$ cat src/rtl/pad_poll_sequencer.sv
// Game-pad poll scheduler with an APB3 register front-end: strobes the pad's
// latch (poll) and shift clock (sample), and deserialises the returned button bits.
module pad_poll_sequencer #(
  parameter int unsigned NBITS      = 5,
  parameter logic [23:0] PERIOD_RST = 24'd1_000_000,
  parameter logic [7:0]  DIV_RST    = 8'd50
) (
  input  logic             PCLK,
  input  logic             PRESERN,
  input  logic             PSEL,
  input  logic             PENABLE,
  input  logic             PWRITE,
  input  logic [31:0]      PADDR,
  input  logic [31:0]      PWDATA,
  output logic [31:0]      PRDATA,
  output logic             PREADY,
  output logic             PSLVERR,
  input  logic             data,
  output logic             poll,
  output logic             sample,
  output logic [NBITS-1:0] buttonData,
  output logic             ready,
  output logic             irq
);

  localparam int unsigned IDX_W = (NBITS > 1) ? $clog2(NBITS) : 1;
  localparam int unsigned PER_W = 24;
  localparam int unsigned DIV_W = 8;
  localparam int unsigned CNT_W = 8;
  localparam int unsigned DW    = 32;

  localparam logic [2:0] A_CTRL   = 3'd0;
  localparam logic [2:0] A_PERIOD = 3'd1;
  localparam logic [2:0] A_DIV    = 3'd2;
  localparam logic [2:0] A_STATUS = 3'd3;
  localparam logic [2:0] A_DATA   = 3'd4;

  typedef enum logic [2:0] {S_IDLE, S_LATCH, S_LOW, S_HIGH, S_DONE} state_e;

  state_e           state_q, state_d;
  logic [DIV_W-1:0] div_q, div_d;
  logic [DIV_W-1:0] ph_q, ph_d;
  logic [IDX_W-1:0] idx_q, idx_d;
  logic [NBITS-1:0] shift_q, shift_d;
  logic [NBITS-1:0] button_q, button_d;
  logic             poll_q, poll_d, sample_q, sample_d;
  logic             ready_q, ready_d, irq_q, irq_d;
  logic             en_q, en_d, irq_en_q, irq_en_d;
  logic [PER_W-1:0] period_q, period_d, pcnt_q, pcnt_d;
  logic [DIV_W-1:0] divreg_q, divreg_d;
  logic             done_q, done_d, ovr_q, ovr_d;
  logic [CNT_W-1:0] scan_cnt_q, scan_cnt_d;

  logic [2:0]       addr_c;
  logic             wr_c, oneshot_c, wrap_c, req_c, phase_end_c;
  logic [PER_W-1:0] period_m1_c;
  logic             unused_c;

  // APB decode and scan-request sources; PERIOD of 0 wraps every cycle like 1
  assign addr_c      = PADDR[4:2];
  assign wr_c        = PSEL & PENABLE & PWRITE;
  assign oneshot_c   = wr_c && (addr_c == A_CTRL) && PWDATA[1];
  assign period_m1_c = (period_q == '0) ? '0 : period_q - PER_W'(1);
  assign wrap_c      = en_q && (pcnt_q == period_m1_c);
  assign req_c       = wrap_c | oneshot_c;
  assign phase_end_c = (ph_q == div_q - DIV_W'(1));
  assign unused_c    = ^{PADDR[31:5], PADDR[1:0], PWDATA[31:24]};

  assign PREADY     = 1'b1;
  assign PSLVERR    = PSEL & PENABLE & (addr_c > A_DATA);
  assign poll       = poll_q;
  assign sample     = sample_q;
  assign buttonData = button_q;
  assign ready      = ready_q;
  assign irq        = irq_q;

  always_comb begin
    PRDATA = '0;
    if (PSEL) begin
      case (addr_c)
        A_CTRL:   PRDATA = DW'({irq_en_q, 1'b0, en_q});
        A_PERIOD: PRDATA = DW'(period_q);
        A_DIV:    PRDATA = DW'(divreg_q);
        A_STATUS: PRDATA = DW'({ovr_q, done_q, state_q != S_IDLE});
        A_DATA:   PRDATA = {8'd0, scan_cnt_q, 16'(button_q)};
        default:  PRDATA = '0;
      endcase
    end
  end

  always_comb begin
    state_d    = state_q;
    div_d      = div_q;
    ph_d       = ph_q;
    idx_d      = idx_q;
    shift_d    = shift_q;
    button_d   = button_q;
    en_d       = en_q;
    irq_en_d   = irq_en_q;
    period_d   = period_q;
    divreg_d   = divreg_q;
    pcnt_d     = pcnt_q;
    done_d     = done_q;
    ovr_d      = ovr_q;
    scan_cnt_d = scan_cnt_q;
    poll_d     = 1'b0;
    sample_d   = 1'b0;
    ready_d    = 1'b0;
    irq_d      = 1'b0;

    if (wr_c) begin
      case (addr_c)
        A_CTRL: begin
          en_d     = PWDATA[0];
          irq_en_d = PWDATA[2];
        end
        A_PERIOD: period_d = PWDATA[PER_W-1:0];
        A_DIV:    divreg_d = PWDATA[DIV_W-1:0];
        A_STATUS: begin
          if (PWDATA[1]) done_d = 1'b0;
          if (PWDATA[2]) ovr_d  = 1'b0;
        end
        default: ;
      endcase
    end

    if (wr_c && (addr_c == A_PERIOD)) pcnt_d = '0;
    else if (!en_q || wrap_c)         pcnt_d = '0;
    else                              pcnt_d = pcnt_q + PER_W'(1);

    if (req_c && (state_q != S_IDLE)) ovr_d = 1'b1;

    // Status sets below come after the W1C clears so a same-cycle set wins
    case (state_q)
      S_IDLE: begin
        if (req_c) begin
          state_d = S_LATCH;
          ph_d    = '0;
          div_d   = (divreg_q == '0) ? DIV_W'(1) : divreg_q;
        end
      end
      S_LATCH: begin
        if (phase_end_c) begin
          state_d = S_LOW;
          ph_d    = '0;
          idx_d   = '0;
        end else begin
          ph_d = ph_q + DIV_W'(1);
        end
      end
      S_LOW: begin
        if (phase_end_c) begin
          shift_d[idx_q] = ~data;
          ph_d           = '0;
          state_d        = (idx_q == IDX_W'(NBITS - 1)) ? S_DONE : S_HIGH;
        end else begin
          ph_d = ph_q + DIV_W'(1);
        end
      end
      S_HIGH: begin
        if (phase_end_c) begin
          state_d = S_LOW;
          ph_d    = '0;
          idx_d   = idx_q + IDX_W'(1);
        end else begin
          ph_d = ph_q + DIV_W'(1);
        end
      end
      S_DONE: begin
        button_d   = shift_q;
        done_d     = 1'b1;
        scan_cnt_d = scan_cnt_q + CNT_W'(1);
        state_d    = S_IDLE;
      end
      default: state_d = S_IDLE;
    endcase

    poll_d   = (state_d == S_LATCH);
    sample_d = (state_d == S_HIGH);
    ready_d  = (state_d == S_DONE);
    irq_d    = done_d & irq_en_d;
  end

  always_ff @(posedge PCLK) begin
    if (PRESERN) begin
      state_q    <= S_IDLE;
      div_q      <= DIV_W'(1);
      ph_q       <= '0;
      idx_q      <= '0;
      shift_q    <= '0;
      button_q   <= '0;
      poll_q     <= 1'b0;
      sample_q   <= 1'b0;
      ready_q    <= 1'b0;
      irq_q      <= 1'b0;
      en_q       <= 1'b0;
      irq_en_q   <= 1'b0;
      period_q   <= PERIOD_RST;
      divreg_q   <= DIV_RST;
      pcnt_q     <= '0;
      done_q     <= 1'b0;
      ovr_q      <= 1'b0;
      scan_cnt_q <= '0;
    end else begin
      state_q    <= state_d;
      div_q      <= div_d;
      ph_q       <= ph_d;
      idx_q      <= idx_d;
      shift_q    <= shift_d;
      button_q   <= button_d;
      poll_q     <= poll_d;
      sample_q   <= sample_d;
      ready_q    <= ready_d;
      irq_q      <= irq_d;
      en_q       <= en_d;
      irq_en_q   <= irq_en_d;
      period_q   <= period_d;
      divreg_q   <= divreg_d;
      pcnt_q     <= pcnt_d;
      done_q     <= done_d;
      ovr_q      <= ovr_d;
      scan_cnt_q <= scan_cnt_d;
    end
  end

endmodule

$ cat config.mk
export PLATFORM = sky130hd
export DESIGN_NAME = pad_poll_sequencer
export DESIGN_NICKNAME = d
export VERILOG_FILES = /design/src/rtl/pad_poll_sequencer.sv
export SDC_FILE = /design/constraint.sdc
export NUM_CORES = 1
export LEC_CHECK = 0
export CORE_ASPECT_RATIO = 0.6
export CORE_UTILIZATION = 35
export DETAILED_ROUTE_END_ITERATION = 6
export GPL_ROUTABILITY_DRIVEN = 0
export GPL_TIMING_DRIVEN = 0
export HOLD_SLACK_MARGIN = 0.15
export SLEW_MARGIN = 15
export SYNTH_ARGS = -nofsm -noshare
export SYNTH_HDL_FRONTEND = slang
export SYNTH_SLANG_ARGS = --single-unit
$ cat constraint.sdc
create_clock -name PCLK -period 6.8 [get_ports PCLK]
set_input_delay 1.02 -clock PCLK [delete_from_list [all_inputs] [get_ports PCLK]]
set_output_delay 1.02 -clock PCLK [all_outputs]
set_load 0.02 [all_outputs]
; ---- After elaboration in Yosys (flattened, before gate mapping)
; Index checks and enable logic that the tools add are counted.
[op_classes]
add_sub_neg = 6
bitwise = 6
n_eq_ne = 17
n_reduce_logical = 29
muxes = 28
order_cmp = 3
[ops]
columns = operator, n
row1 = $pmux 24 s5, 1
row2 = $mux 24, 2
row3 = $add 24x1->24 const B, 1
row4 = $eq 24x24->1, 1
row5 = $logic_not 24->1, 1
row6 = $mux 8, 3
row7 = $sub 24x1->24 const B, 1
row8 = $mux 3, 6
row9 = $add 8x1->8 const B, 2
row10 = $pmux 8 s2, 1
row11 = $eq 3x2->1 const B, 5
row12 = $eq 3x3->1 const B, 4
row13 = $reduce_and 2->1, 6
row14 = $mux 1, 11
row15 = $reduce_bool 2->1, 5
row16 = $eq 3x1->1 const B, 3
row17 = $pmux 3 s3, 1
row18 = $eq 8x8->1, 1
row19 = $logic_not 8->1, 1
row20 = $sub 8x1->8 const B, 1
row21 = $logic_and 1x1->1, 6
row22 = $logic_not 3->1, 2
row23 = $ne 2x2->1 const B, 3
row24 = $pmux 3 s2, 1
row25 = other kinds (15), 20
[word_totals]
wordCells = 107
out_inout_bits = 43
inputBits = 70
ff_bits = 104

; ---- Depth between registers and ports, before layout
; Gate-level depths: netlist (run 1).
[depth]
ltp_word = 8
ltp_mapped = 13
depth_no_buf = 11

; ---- Least setup slack after synthesis (run 1)
; No wires, ideal clock.
[synth_timing]
path_kind = reg-to-reg
from = reg period_q[2]
to = reg ph_q[1]
stages_incl_launch_ff = 12
slack_ns = 3.530
path_buffers = 2
setup_time_ns = 0.117
required_time_ns = 6.683
period_less_slack_ns = 3.270
t_arrival_ns = 3.153
cell_sequence = dfxtp_1 -> buf_6 -> or4_1 -> clkbuf_1 -> or4_4 -> o31a_1 -> a211o_1 -> a32oi_1 -> o2111ai_1 -> nor4_4 -> a41oi_2 -> a32o_1
[synth_between]
elab_chain_cells = 7
word_cells_on_any_way = 8
cone_classes = 1 x add/sub / 2 x eq/ne / 1 x mux / 1 x bitwise / 3 x reduce/logical
[synth_rtl]
columns = item, line
row1 = "start, declared", 49  ; logic [PER_W-1:0] period_q, period_d, pcnt_q, pcnt_d;
row2 = "start signal, assigned", 217  ; period_q <= period_d;
row3 = $sub 24x1->24 / $logic_not 24->1 (equally long branches), 63  ; assign period_m1_c = (period_q == '0) ? '0 : period_q - PER_W'(1);
row4 = $mux 24 (*), 63
row5 = $eq 24x24->1 (*), 64  ; assign wrap_c = en_q && (pcnt_q == period_m1_c);
row6 = $logic_and 1x1->1 (*), 64
row7 = $or 1x1->1 (*), 65  ; assign req_c = wrap_c | oneshot_c;
row8 = $ne 2x2->1 (no line) (*), -
row9 = $reduce_and 2->1 (no line) (*), -
row10 = "end signal, assigned", 207  ; ph_q <= ph_d;
row11 = "end, declared", 42  ; logic [DIV_W-1:0] ph_q, ph_d;
; Mark *: on every way between the ends. The rest lies on a longest branch, timed or not.
; A chain may end at the register's enable or synchronous reset.

; ---- Final worst setup path (run 1)
[layout_timing]
from = in PADDR[2]
to = out PRDATA[3]
[layout_between]
elab_chain_cells = 3
word_cells_on_any_way = 7
cone_classes = 4 x eq/ne / 2 x mux / 1 x reduce/logical
[layout_rtl]
columns = item, line
row1 = "start, declared", 13  ; input logic [31:0] PADDR,
row2 = "$eq 3x3->1, or another cell as far along", 80  ; case (addr_c)
row3 = $pmux 24 s5 (*), 80
row4 = $mux 24 (*), 79  ; if (PSEL) begin
row5 = "end, declared", 15  ; output logic [31:0] PRDATA,
; Marks and branches as above.

==> results of run 1 <==
-- through the flow --
| step | hold WS, ns | setup WS, ns |
|---|---|---|
| final | 0.456 | 2.16 |
| after global routing | 0.473 | 1.99 |
| after CTS | 0.457 | 2.19 |
| after detailed placement | 0.445 | 2.19 |
| after global placement | 0.445 | 2.21 |
| after floorplan | 0.432 | 3.53 |
-- where the power goes --
| part | switching, mW | leakage [nW] | internal [mW] | total [mW] |
|---|---|---|---|---|
| Combinational | 0.0538 | 1.64 | 0.0413 | 0.0951 |
| Sequential | 0.00306 | 0.838 | 0.611 | 0.614 |
| Clock | 0.261 | 0.137 | 0.265 | 0.526 |
| Total | 0.318 | 2.62 | 0.916 | 1.23 |
-- routing by layer --
metal / track usage (%) / wire, um / vias up
li1: - / - / 2930
met2: 24.3 / 6390 / 218
met5: 0 / 0 / -
met3: 5.49 / 1750 / 9
met1: 35.1 / 10600 / 2738
met4: 3.82 / 138 / 0
-- registers in the layout, indices dropped and copies added (netlist names), 3 cells and up --
register,flops
period_q,24
buttonData,5
divreg_q,8
div_q,8
shift_q,5
scan_cnt_q,8
idx_q,3
ph_q,8
pcnt_q,24
state_q,3
-- path summary, 6_finish.rpt --
path | from | depth (start not counted) | end
setup / recovery | PADDR[2] | 8 | PRDATA[3]
hold / removal | shift_q[3] | 2 | buttonData[3]
setup reg to reg | period_q[7] | 11 | ph_q[1]
hold reg to reg | shift_q[3] | 2 | buttonData[3]
-- cell usage in the layout, fill, tap and decap left out, types with 18 or more instances in the layout --
master                            netlist  routed
sky130_fd_sc_hd__o21ai_0               23      23
sky130_fd_sc_hd__xnor2_1               32      32
sky130_fd_sc_hd__dfxtp_1              104     104
sky130_fd_sc_hd__nand3_1               31      31
sky130_fd_sc_hd__clkdlybuf4s50_1        0      66
sky130_fd_sc_hd__a21oi_1               47      47
sky130_fd_sc_hd__nand2b_1              18      18
sky130_fd_sc_hd__xor2_1                32      32
sky130_fd_sc_hd__mux2i_1               23      23
sky130_fd_sc_hd__nand2_1               92      92
sky130_fd_sc_hd__nor3_1                18      18
sky130_fd_sc_hd__nor2_1               100     100
sky130_fd_sc_hd__clkbuf_1              44      44
sky130_fd_sc_hd__and3_1                21      21
-- critical path, cell delays in order --
cell,delay [ns]
sky130_fd_sc_hd__clkdlybuf4s50_1,0.51
sky130_fd_sc_hd__clkbuf_1,0.33
sky130_fd_sc_hd__nor2b_1,0.22
sky130_fd_sc_hd__clkbuf_1,0.38
sky130_fd_sc_hd__a22oi_1,0.17
sky130_fd_sc_hd__o21ai_0,0.23
sky130_fd_sc_hd__and2_1,0.16
sky130_fd_sc_hd__clkdlybuf4s50_1,0.60
-- logic make-up after synthesis --
group / count (synthesis)
other: 2
and+or+nand+nor: 372
muxes: 25
adders and majority gates: 7
xor gates and xnor gates: 65
buffers and inverters: 73
AOI/OAI and AO/OA: 144
DFF: 104
-- synth_stat cells, types with 16 or more instances --
cell and instances:
sky130_fd_sc_hd__dfxtp_1 104, sky130_fd_sc_hd__nor2_1 100, sky130_fd_sc_hd__nand2_1 92, sky130_fd_sc_hd__a21oi_1 47, sky130_fd_sc_hd__clkbuf_1 44, sky130_fd_sc_hd__xnor2_1 32, sky130_fd_sc_hd__xor2_1 32, sky130_fd_sc_hd__nand3_1 31
sky130_fd_sc_hd__mux2i_1 23, sky130_fd_sc_hd__o21ai_0 23, sky130_fd_sc_hd__and3_1 21, sky130_fd_sc_hd__nand2b_1 18, sky130_fd_sc_hd__nor3_1 18, sky130_fd_sc_hd__a22oi_1 17, sky130_fd_sc_hd__inv_1 16
-- area by class of cell --
cell class | count | share of cell area (%)
multi-input cells | 622 | 51.0
flip-flops and latches | 104 | 27.9
repair buffers | 66 | 8.85
well taps | 234 | 3.92
plain buffers | 57 | 3.62
clock buffers | 10 | 3.20
inverters | 16 | 0.805
clock inverters | 6 | 0.704
==> impl_metrics.prom, run 1 <==
# TYPE chip_impl_metric gauge
chip_impl_metric{name="synth-seq-cells",unit=""} 104
chip_impl_metric{name="final_net_count",unit=""} 953
chip_impl_metric{name="synth_top_area_share",unit="%"} 33.7
chip_impl_metric{name="row_count",unit=""} 37
chip_impl_metric{name="final-seq-area",unit="sq mm"} 0.00208
chip_impl_metric{name="setup-violations-final",unit=""} 0
chip_impl_metric{name="static-leakage-power",unit="nW"} 2.62
chip_impl_metric{name="postLayoutCoreUtil",unit="%"} 43.3
chip_impl_metric{name="grt_max_degree",unit=""} 19
chip_impl_metric{name="synth_adder_area_share",unit="%"} 1.42
chip_impl_metric{name="first_global_vias",unit=""} 5184
chip_impl_metric{name="placeableCoreArea",unit="sq mm"} 0.0172
chip_impl_metric{name="grt.overflow.total",unit=""} 0
chip_impl_metric{name="finalClockSkew",unit="ns"} 0.0105
chip_impl_metric{name="yosys_warnings",unit=""} 0
chip_impl_metric{name="antenna_violations_before_repair",unit=""} 0
chip_impl_metric{name="synth_simple_gate_area_share",unit="%"} 30.4
chip_impl_info{name="crit_type",value="in2out"} 1
chip_impl_metric{name="detail_route.iter0.violations",unit=""} 551
chip_impl_metric{name="fin_total_pwr",unit="mW"} 1.23
chip_impl_metric{name="totalWireLength",unit="um"} 18900
chip_impl_metric{name="track_usage",unit="%"} 20.8
chip_impl_metric{name="fraction_of_layout_instances_using_a_drive_strength_above_1",unit="%"} 5.22
chip_impl_metric{name="synth-compound-area-share",unit="%"} 15.5
chip_impl_metric{name="worst_pin_slew",unit="ns"} 0.957
chip_impl_metric{name="ios",unit=""} 113
chip_impl_metric{name="cellPowerDensity",unit="mW/mm^2"} 165
chip_impl_info{name="synth_flop_cell",value="sky130_fd_sc_hd__dfxtp_1"} 1
chip_impl_metric{name="fin_area",unit="sq mm"} 0.00746
chip_impl_metric{name="synthesis.area",unit="sq mm"} 0.00618
chip_impl_metric{name="firstDrtPassIters",unit=""} 5
chip_impl_metric{name="wire_per_inst",unit="um"} 16.9
chip_impl_metric{name="yosysUniqueCellTypes",unit=""} 63
chip_impl_metric{name="synth.area.mux_share",unit="%"} 4.09
chip_impl_info{name="tritoncts_clock_tree",value="built"} 1
chip_impl_info{name="min-delay-path-class",value="reg2reg"} 1
chip_impl_metric{name="syn_avg_cell_area",unit="sq um"} 7.81
chip_impl_metric{name="dpl.cell_count",unit=""} 1099
chip_impl_metric{name="report.final.hold_viol_count",unit=""} 0
chip_impl_metric{name="grt_first_pass_wirelength",unit="um"} 29300
chip_impl_metric{name="die_area",unit="sq mm"} 0.0182
chip_impl_metric{name="worst-endpoint-required",unit="ns"} 5.78
chip_impl_metric{name="ff2ff_setup_slack",unit="ns"} 2.45
chip_impl_metric{name="detail_route.vias_per_cell",unit=""} 5.29
chip_impl_metric{name="fill_cell_count",unit=""} 1771
chip_impl_metric{name="async_reset_ff_share",unit="%"} 0
chip_impl_metric{name="dp.final_hpwl",unit="um"} 14500
chip_impl_info{name="timing.critical_path.from_type",value="input port"} 1
chip_impl_metric{name="start_util",unit="%"} 35.9
chip_impl_metric{name="cts_post_setup_buffers_inserted",unit=""} 0
chip_impl_metric{name="flow.area_growth_from_synthesis",unit="%"} 20.7
chip_impl_info{name="result_of_the_run",value="finished, final reports clean"} 1
chip_impl_metric{name="buffer_ports.inserted",unit=""} 66
chip_impl_metric{name="layout.cells.non_filler",unit=""} 1115
chip_impl_info{name="synth_top_family_by_area",value="simple AND/OR/NAND/NOR gates"} 1
chip_impl_metric{name="synth_sequential_area_ratio",unit="%"} 33.7
chip_impl_metric{name="clock_latency_late_sink",unit="ns"} 0.35
chip_impl_metric{name="setup-tns-final",unit="ns"} 0
chip_impl_info{name="yosys-top-cells-area",value="sky130_fd_sc_hd__dfxtp_1 34%, sky130_fd_sc_hd__nor2_1 6.1%, sky130_fd_sc_hd__nand2_1 5.6%"} 1
chip_impl_metric{name="holdBufCountCts",unit=""} 0
chip_impl_metric{name="maxCapViolations",unit=""} 0
chip_impl_metric{name="fmax",unit="GHz"} 0.215
chip_impl_metric{name="vdd_drop_max",unit="uV"} 133
chip_impl_metric{name="floorplan.die.width",unit="um"} 174
chip_impl_metric{name="vias",unit=""} 5895
chip_impl_metric{name="drt_drc_violations_left",unit=""} 0
chip_impl_metric{name="clockBufferDepth",unit=""} 2
chip_impl_metric{name="total_area_of_multi_input_combinational_cells",unit="sq mm"} 0.00380
chip_impl_metric{name="share_of_the_clock_period_used_by_the_worst_path",unit="%"} 68.3
chip_impl_metric{name="die_height",unit="um"} 105
chip_impl_metric{name="synth-edff-count",unit=""} 0
chip_impl_info{name="crit_path_end_kind",value="output pin"} 1
chip_impl_metric{name="timing.final.crit_period",unit="ns"} 4.64
chip_impl_info{name="clock_tree.root_cell",value="sky130_fd_sc_hd__clkbuf_16"} 1
chip_impl_info{name="synth_area_leader_cell",value="sky130_fd_sc_hd__dfxtp_1"} 1
chip_impl_metric{name="htree_levels",unit=""} 3
chip_impl_metric{name="cts_repair_resize_count",unit=""} 0
chip_impl_metric{name="clock_sinks",unit=""} 104
chip_impl_metric{name="cp_max_fo",unit=""} 10
chip_impl_metric{name="final_max_slew_viol_count",unit=""} 0
chip_impl_metric{name="maxSlewHeadroom",unit="%"} 35.7
chip_impl_metric{name="drtAntennaViolNets",unit=""} 0
chip_impl_metric{name="antenna-diode-count",unit=""} 0
chip_impl_metric{name="cts_made_buffers",unit=""} 9
chip_impl_metric{name="xor_xnor_share_of_the_synthesized_area",unit="%"} 9.45
chip_impl_metric{name="critical_path_arrival",unit="ns"} 3.62
chip_impl_metric{name="synth_cells",unit=""} 792
chip_impl_metric{name="clkSlewWorstSetupHoldPaths",unit="ns"} 0.08
chip_impl_info{name="rsz0062_at_grt",value="no"} 1
chip_impl_metric{name="detailed_place.area",unit="sq mm"} 0.00717
No activity file was read; power rests on OpenSTA's default activity.
==> run 2: changes to the inputs <==
clock period = 4.55 ns   (was 6.8 ns; I/O delays follow)
==> run 2 against run 1 <==
  * Final cell count did not move
  * Largest power group unchanged
  * Setup slack got worse by 1.8 ns
  * Combinational power up 49%
  * Highest routed layer unchanged
  * Critical path type is now reg2reg
==> impl_metrics.prom, run 2 (same netlist as run 1, synthesis figures left out) <==
# TYPE chip_impl_metric gauge
chip_impl_metric{name="clkSlewWorstSetupHoldPaths",unit="ns"} 0.08
chip_impl_metric{name="grt.met1_usage",unit="%"} 35.1
chip_impl_info{name="highest_count_cells_in_the_layout_ignoring_fill_and_taps",value="104 x sky130_fd_sc_hd__dfxtp_1, 100 x sky130_fd_sc_hd__nor2_1, 92 x sky130_fd_sc_hd__nand2_1"} 1
chip_impl_metric{name="maxCapViolations",unit=""} 0
chip_impl_info{name="largestRegisters",value="pcnt_q x24, period_q x24"} 1
chip_impl_info{name="clock_tree.root_cell",value="sky130_fd_sc_hd__clkbuf_16"} 1
chip_impl_metric{name="buffer_ports.inserted",unit=""} 66
chip_impl_metric{name="antenna-diode-count",unit=""} 0
chip_impl_metric{name="vdd_drop_max",unit="uV"} 199
chip_impl_metric{name="report.final.hold_viol_count",unit=""} 0
chip_impl_metric{name="detail_route.vias_per_cell",unit=""} 5.27
chip_impl_info{name="min-delay-path-class",value="reg2reg"} 1
chip_impl_metric{name="grt.met2_usage",unit="%"} 24.3
chip_impl_metric{name="static-leakage-power",unit="nW"} 2.62
chip_impl_info{name="layout.cells.most_common",value="sky130_fd_sc_hd__dfxtp_1"} 1
chip_impl_info{name="worst_hold_path_ep",value="buttonData[3]"} 1
chip_impl_metric{name="vias",unit=""} 5877
chip_impl_metric{name="clockBufferDepth",unit=""} 2
chip_impl_metric{name="fmax",unit="GHz"} 0.238
chip_impl_metric{name="share_of_the_clock_period_used_by_the_worst_path",unit="%"} 92.4
chip_impl_metric{name="grt.overflow.total",unit=""} 0
chip_impl_metric{name="worst_pin_slew",unit="ns"} 0.960
chip_impl_metric{name="totalWireLength",unit="um"} 18900
chip_impl_metric{name="drtAntennaViolNets",unit=""} 0
chip_impl_metric{name="grt_max_degree",unit=""} 19
chip_impl_metric{name="floorplan.die.width",unit="um"} 174
chip_impl_info{name="worst_r2r_endpoint",value="ph_q[1]"} 1
chip_impl_metric{name="ff2ff_setup_slack",unit="ns"} 0.34
chip_impl_metric{name="holdBufCountCts",unit=""} 0
chip_impl_info{name="grt_busiest_layer",value="met1"} 1
chip_impl_metric{name="start_util",unit="%"} 35.9
chip_impl_metric{name="flow.area_growth_from_synthesis",unit="%"} 21.0
chip_impl_metric{name="cts_made_buffers",unit=""} 9
chip_impl_metric{name="cp_max_fo",unit=""} 7
chip_impl_metric{name="final_net_count",unit=""} 953
chip_impl_info{name="crit-reg2reg-launch",value="period_q[0]"} 1
chip_impl_metric{name="firstDrtPassIters",unit=""} 5
chip_impl_metric{name="critical_path_arrival",unit="ns"} 4.45
chip_impl_info{name="result_of_the_run",value="finished, final reports clean"} 1
chip_impl_metric{name="final_critical_path_setup_slack",unit="ns"} 0.345
chip_impl_metric{name="die_area",unit="sq mm"} 0.0182
chip_impl_metric{name="die_height",unit="um"} 105
chip_impl_metric{name="grt_first_pass_wirelength",unit="um"} 29300
chip_impl_metric{name="detail_route.iter0.violations",unit=""} 517
chip_impl_metric{name="place_ws",unit="ns"} 0.449
chip_impl_metric{name="worst-endpoint-required",unit="ns"} 4.79
chip_impl_info{name="timing.critical_path.from_type",value="flip-flop"} 1
chip_impl_metric{name="setup-tns-final",unit="ns"} 0
chip_impl_metric{name="track_usage",unit="%"} 20.8
chip_impl_metric{name="timing.final.crit_period",unit="ns"} 4.21
chip_impl_metric{name="row_count",unit=""} 37
chip_impl_metric{name="setup-violations-final",unit=""} 0
chip_impl_metric{name="placeableCoreArea",unit="sq mm"} 0.0172
chip_impl_metric{name="clock_sinks",unit=""} 104
chip_impl_metric{name="wire_per_inst",unit="um"} 16.9
chip_impl_info{name="crit_type",value="reg2reg"} 1
chip_impl_metric{name="ios",unit=""} 113
chip_impl_info{name="rsz0062_at_grt",value="no"} 1
chip_impl_metric{name="maxSlewHeadroom",unit="%"} 35.5
chip_impl_metric{name="dp.final_hpwl",unit="um"} 14500
chip_impl_metric{name="final_max_slew_viol_count",unit=""} 0
chip_impl_metric{name="grt_util_met3",unit="%"} 5.49
chip_impl_info{name="tritoncts_clock_tree",value="built"} 1
chip_impl_metric{name="hold_depth",unit=""} 2
chip_impl_metric{name="htree_levels",unit=""} 3
chip_impl_info{name="crit_path_end_kind",value="flip-flop"} 1
chip_impl_metric{name="antenna_violations_before_repair",unit=""} 0
chip_impl_metric{name="drt_drc_violations_left",unit=""} 0
chip_impl_metric{name="finalClockSkew",unit="ns"} 0.0103
chip_impl_metric{name="first_global_vias",unit=""} 5184
chip_impl_metric{name="fraction_of_layout_instances_using_a_drive_strength_above_1",unit="%"} 5.45
chip_impl_metric{name="cellPowerDensity",unit="mW/mm^2"} 246
chip_impl_info{name="worstHoldStart",value="shift_q[3]"} 1
chip_impl_metric{name="r2r.worst_path.cells",unit=""} 11
chip_impl_metric{name="clock_latency_late_sink",unit="ns"} 0.35
==> run 2: cell types whose count changed in the layout (fill, tap and decap cells not counted) <==
cell and delta:
sky130_fd_sc_hd__nor3b_2 -1, sky130_fd_sc_hd__nor4_1 -2, sky130_fd_sc_hd__nor4_2 +2, sky130_fd_sc_hd__nor3b_4 +1
==> run 2: worst max-delay path by stage <==
stage / start / endpoint / slack (ns) / depth (start not counted)
2_1_floorplan: period_q[2] / ph_q[1] / 1.28 / 11
3_3_place_gp: period_q[7] / ph_q[1] / 0.46 / 11
3_5_place_dp: period_q[7] / ph_q[1] / 0.45 / 10
4_1_cts: period_q[7] / ph_q[1] / 0.41 / 11
5_1_grt: period_q[7] / pcnt_q[4] / 0.10 / 12
6_report: period_q[0] / ph_q[1] / 0.34 / 11
==> run 2: layout make-up <==
cell class              instances  area (sq um)
flip-flops and latches        104          2080
fillers                      1772          9740
well taps                     234           293
multi-input cells             622          3820
inverters                      16          60.1
repair buffers                 66           661
plain buffers                  57           270
clock buffers                  10           239
clock inverters                 6          52.6
==> run 2: critical path, stage by stage, from the launching register on <==
cell and delay (ns):
sky130_fd_sc_hd__dfxtp_1 0.41, sky130_fd_sc_hd__inv_1 0.10, sky130_fd_sc_hd__ha_1 0.22, sky130_fd_sc_hd__nor3b_4 0.38, sky130_fd_sc_hd__and4_1 0.25, sky130_fd_sc_hd__clkbuf_1 0.30
sky130_fd_sc_hd__nand3_1 0.35, sky130_fd_sc_hd__o31ai_1 0.56, sky130_fd_sc_hd__o2111ai_1 0.26, sky130_fd_sc_hd__nor4_4 0.58, sky130_fd_sc_hd__a41oi_2 0.34, sky130_fd_sc_hd__a32o_1 0.34
==> run 2: metal layers <==
layer	up-vias	routed length, um
li1	2932	-
met2	214	6410
met4	0	163
met1	2720	10500
met5	-	0
met3	11	1780
==> run 2: report_power, final <==
part	internal, mW	total, mW	switching, mW
Combinational	0.0620	0.142	0.0804
Sequential	0.912	0.917	0.00474
Clock	0.395	0.783	0.388
Total	1.37	1.84	0.473
==> run 2: timing repair <==
item	CTS	global route
hold endpoints to repair	0	0
resized for setup	0	3
buffers inserted	0	0
endpoints found under the setup margin	0	31
==> run 2: through the flow <==
stage	power [mW]	instances	util (%)	hold WS, ns	instance area, sq um
after floorplan	1.01	799	-	0.432	6210
after global placement	1.08	1099	41.6	0.445	7160
after detailed placement	1.08	1099	41.6	0.445	7170
after CTS	1.85	1115	43.3	0.457	7460
after global routing	1.91	1115	43.4	0.473	7480
final	1.84	1115	43.4	0.455	7480
==> run 3: changes to the inputs <==
CELL_PAD_IN_SITES_DETAIL_PLACEMENT = 1   (was unset)
CELL_PAD_IN_SITES_GLOBAL_PLACEMENT = 2   (was unset)
CORE_UTILIZATION = 31   (was 35)
PLACE_DENSITY_LB_ADDON = 0.1   (was unset)
==> run 3 against run 2 <==
  * Via count grew 3.9%
  * Worst hold slack gained 0.0021 ns
  * First-iteration DRC count up 9.7%
  * Non-clock buffer count unchanged
  * Largest power group unchanged
==> impl_metrics.prom, run 3 (same netlist as run 1, synthesis figures left out) <==
# TYPE chip_impl_metric gauge
chip_impl_metric{name="antenna_violations_before_repair",unit=""} 0
chip_impl_metric{name="flow.area_growth_from_synthesis",unit="%"} 21.2
chip_impl_info{name="crit_path_end_kind",value="flip-flop"} 1
chip_impl_metric{name="r2r.worst_path.cells",unit=""} 13
chip_impl_metric{name="worst-endpoint-required",unit="ns"} 4.80
chip_impl_metric{name="final-seq-area",unit="sq mm"} 0.00208
chip_impl_metric{name="timing.final.crit_period",unit="ns"} 4.38
chip_impl_metric{name="grt_first_pass_wirelength",unit="um"} 34600
chip_impl_metric{name="clock_latency_late_sink",unit="ns"} 0.37
chip_impl_info{name="crit_type",value="reg2reg"} 1
chip_impl_metric{name="hold_ws",unit="ns"} 0.458
chip_impl_metric{name="share_of_the_clock_period_used_by_the_worst_path",unit="%"} 96.2
chip_impl_metric{name="final_max_slew_viol_count",unit=""} 0
chip_impl_metric{name="drt_drc_violations_left",unit=""} 0
chip_impl_metric{name="fmax",unit="GHz"} 0.228
chip_impl_metric{name="cellPowerDensity",unit="mW/mm^2"} 242
chip_impl_metric{name="report.final.hold_viol_count",unit=""} 0
chip_impl_metric{name="floorplan.die.width",unit="um"} 184
chip_impl_metric{name="maxSlewHeadroom",unit="%"} 33.7
chip_impl_info{name="crit-reg2reg-launch",value="period_q[0]"} 1
chip_impl_metric{name="holdBufCountCts",unit=""} 0
chip_impl_metric{name="track_usage",unit="%"} 22.4
chip_impl_metric{name="cts_made_buffers",unit=""} 9
chip_impl_metric{name="detail_route.iter0.violations",unit=""} 567
chip_impl_metric{name="cp_max_fo",unit=""} 10
chip_impl_info{name="min-delay-path-class",value="reg2reg"} 1
chip_impl_metric{name="antenna-diode-count",unit=""} 0
chip_impl_metric{name="clkSlewWorstSetupHoldPaths",unit="ns"} 0.07
chip_impl_metric{name="clockBufferDepth",unit=""} 2
chip_impl_metric{name="grt_max_degree",unit=""} 17
chip_impl_metric{name="finalClockSkew",unit="ns"} 0.00966
chip_impl_metric{name="first_global_vias",unit=""} 5933
chip_impl_info{name="worst_r2r_endpoint",value="pcnt_q[7]"} 1
chip_impl_metric{name="row_count",unit=""} 39
chip_impl_metric{name="ios",unit=""} 113
chip_impl_metric{name="firstDrtPassIters",unit=""} 5
chip_impl_metric{name="ff2ff_setup_slack",unit="ns"} 0.17
chip_impl_metric{name="htree_levels",unit=""} 3
chip_impl_metric{name="total_area_of_multi_input_combinational_cells",unit="sq mm"} 0.00383
chip_impl_info{name="worstHoldStart",value="shift_q[1]"} 1
chip_impl_info{name="clock_tree.root_cell",value="sky130_fd_sc_hd__clkbuf_16"} 1
chip_impl_metric{name="detail_route.vias_per_cell",unit=""} 5.34
chip_impl_metric{name="grt.overflow.total",unit=""} 0
chip_impl_info{name="largestRegisters",value="pcnt_q x24, period_q x24"} 1
chip_impl_info{name="tritoncts_clock_tree",value="built"} 1
chip_impl_metric{name="drtAntennaViolNets",unit=""} 0
chip_impl_info{name="layout.cells.most_common",value="sky130_fd_sc_hd__dfxtp_1"} 1
chip_impl_metric{name="die_height",unit="um"} 111
chip_impl_metric{name="fraction_of_layout_instances_using_a_drive_strength_above_1",unit="%"} 5.12
chip_impl_metric{name="buffer_ports.inserted",unit=""} 66
chip_impl_info{name="worst_hold_path_ep",value="shift_q[1]"} 1
chip_impl_metric{name="fill_cell_count",unit=""} 2381
chip_impl_metric{name="maxCapViolations",unit=""} 0
chip_impl_metric{name="placeableCoreArea",unit="sq mm"} 0.0193
chip_impl_info{name="rsz0062_at_grt",value="no"} 1
chip_impl_metric{name="cts_post_setup_buffers_inserted",unit=""} 0
chip_impl_metric{name="final_net_count",unit=""} 953
chip_impl_metric{name="start_util",unit="%"} 32.1
chip_impl_metric{name="worst_pin_slew",unit="ns"} 0.987
chip_impl_metric{name="setup-tns-final",unit="ns"} 0
chip_impl_info{name="timing.critical_path.from_type",value="flip-flop"} 1
chip_impl_metric{name="wire_per_inst",unit="um"} 19.6
chip_impl_info{name="result_of_the_run",value="finished, final reports clean"} 1
chip_impl_metric{name="setup-violations-final",unit=""} 0
chip_impl_metric{name="totalWireLength",unit="um"} 22400
chip_impl_metric{name="critical_path_arrival",unit="ns"} 4.63
chip_impl_info{name="highest_count_cells_in_the_layout_ignoring_fill_and_taps",value="104 x sky130_fd_sc_hd__dfxtp_1, 100 x sky130_fd_sc_hd__nor2_1, 92 x sky130_fd_sc_hd__nand2_1"} 1
chip_impl_metric{name="static-leakage-power",unit="nW"} 2.63
chip_impl_metric{name="die_area",unit="sq mm"} 0.0205
chip_impl_metric{name="clock_sinks",unit=""} 104
chip_impl_metric{name="vdd_drop_max",unit="uV"} 178
chip_impl_metric{name="dp.final_hpwl",unit="um"} 17800
chip_impl_metric{name="hold_depth",unit=""} 2
chip_impl_metric{name="vias",unit=""} 6109
run 3: worst max path at each step:
stage / start / endpoint / slack (ns) / cells after the start
after global placement: period_q[7] / pcnt_q[9] / 0.17 / 12
final: period_q[0] / pcnt_q[7] / 0.17 / 13
after floorplan: period_q[2] / ph_q[1] / 1.28 / 11
after CTS: period_q[0] / pcnt_q[12] / 0.13 / 10
after global routing: period_q[0] / pcnt_q[10] / 0.02 / 13
after detailed placement: period_q[0] / pcnt_q[7] / 0.17 / 10
run 3: repair_timing:
action	in CTS	in global routing
hold endpoints to repair	0	0
gates resized for setup	0	4
endpoints found under the setup margin	0	42
run 3: through the flow:
step | instances | power, mW | area (sq um) | worst slack (ns) | util (%)
global route | 1145 | 1.88 | 7500 | 0.0192 | 38.9
floorplan | 799 | 1.01 | 6210 | 1.28 | -
finish | 1145 | 1.81 | 7500 | 0.172 | 38.9
global placement | 1131 | 1.08 | 7200 | 0.169 | 37.4
CTS | 1145 | 1.83 | 7470 | 0.127 | 38.7
detailed placement | 1131 | 1.08 | 7210 | 0.167 | 37.4
run 3: per-layer routing:
layer	share of wire [%]	vias up	wire, um	track usage, %
li1	-	2931	-	-
met1	57	3002	12700	36.4
met2	37	160	8280	29.0
met3	5.7	16	1270	5.00
met4	0.94	0	210	4.44
met5	0	-	0	0
run 3: critical path, cell delays in order (launching register included):
cell and delay (ns):
sky130_fd_sc_hd__dfxtp_1 0.40, sky130_fd_sc_hd__inv_1 0.11, sky130_fd_sc_hd__ha_1 0.23, sky130_fd_sc_hd__nor3b_4 0.41, sky130_fd_sc_hd__nand4_1 0.36, sky130_fd_sc_hd__nor2_1 0.40, sky130_fd_sc_hd__clkbuf_1 0.40, sky130_fd_sc_hd__nor2_1 0.11
sky130_fd_sc_hd__xnor2_1 0.34, sky130_fd_sc_hd__o2111ai_1 0.26, sky130_fd_sc_hd__nor4_4 0.54, sky130_fd_sc_hd__a21o_1 0.38, sky130_fd_sc_hd__buf_4 0.25, sky130_fd_sc_hd__nor2_1 0.06
run 3: layout make-up:
| cell class | instances | area share (%) |
|---|---|---|
| clock buffers | 10 | 3.05 |
| flip-flops and latches | 104 | 27.8 |
| clock inverters | 4 | 0.401 |
| multi-input cells | 622 | 51.1 |
| well taps | 266 | 4.44 |
| plain buffers | 57 | 3.61 |
| repair buffers | 66 | 8.81 |
| inverters | 16 | 0.801 |
run 3: power breakdown:
group	total [mW]	leakage, nW	internal [mW]	switching (mW)
registers	0.917	0.838	0.913	0.00479
clock network	0.749	0.125	0.369	0.380
logic	0.145	1.67	0.0620	0.0832
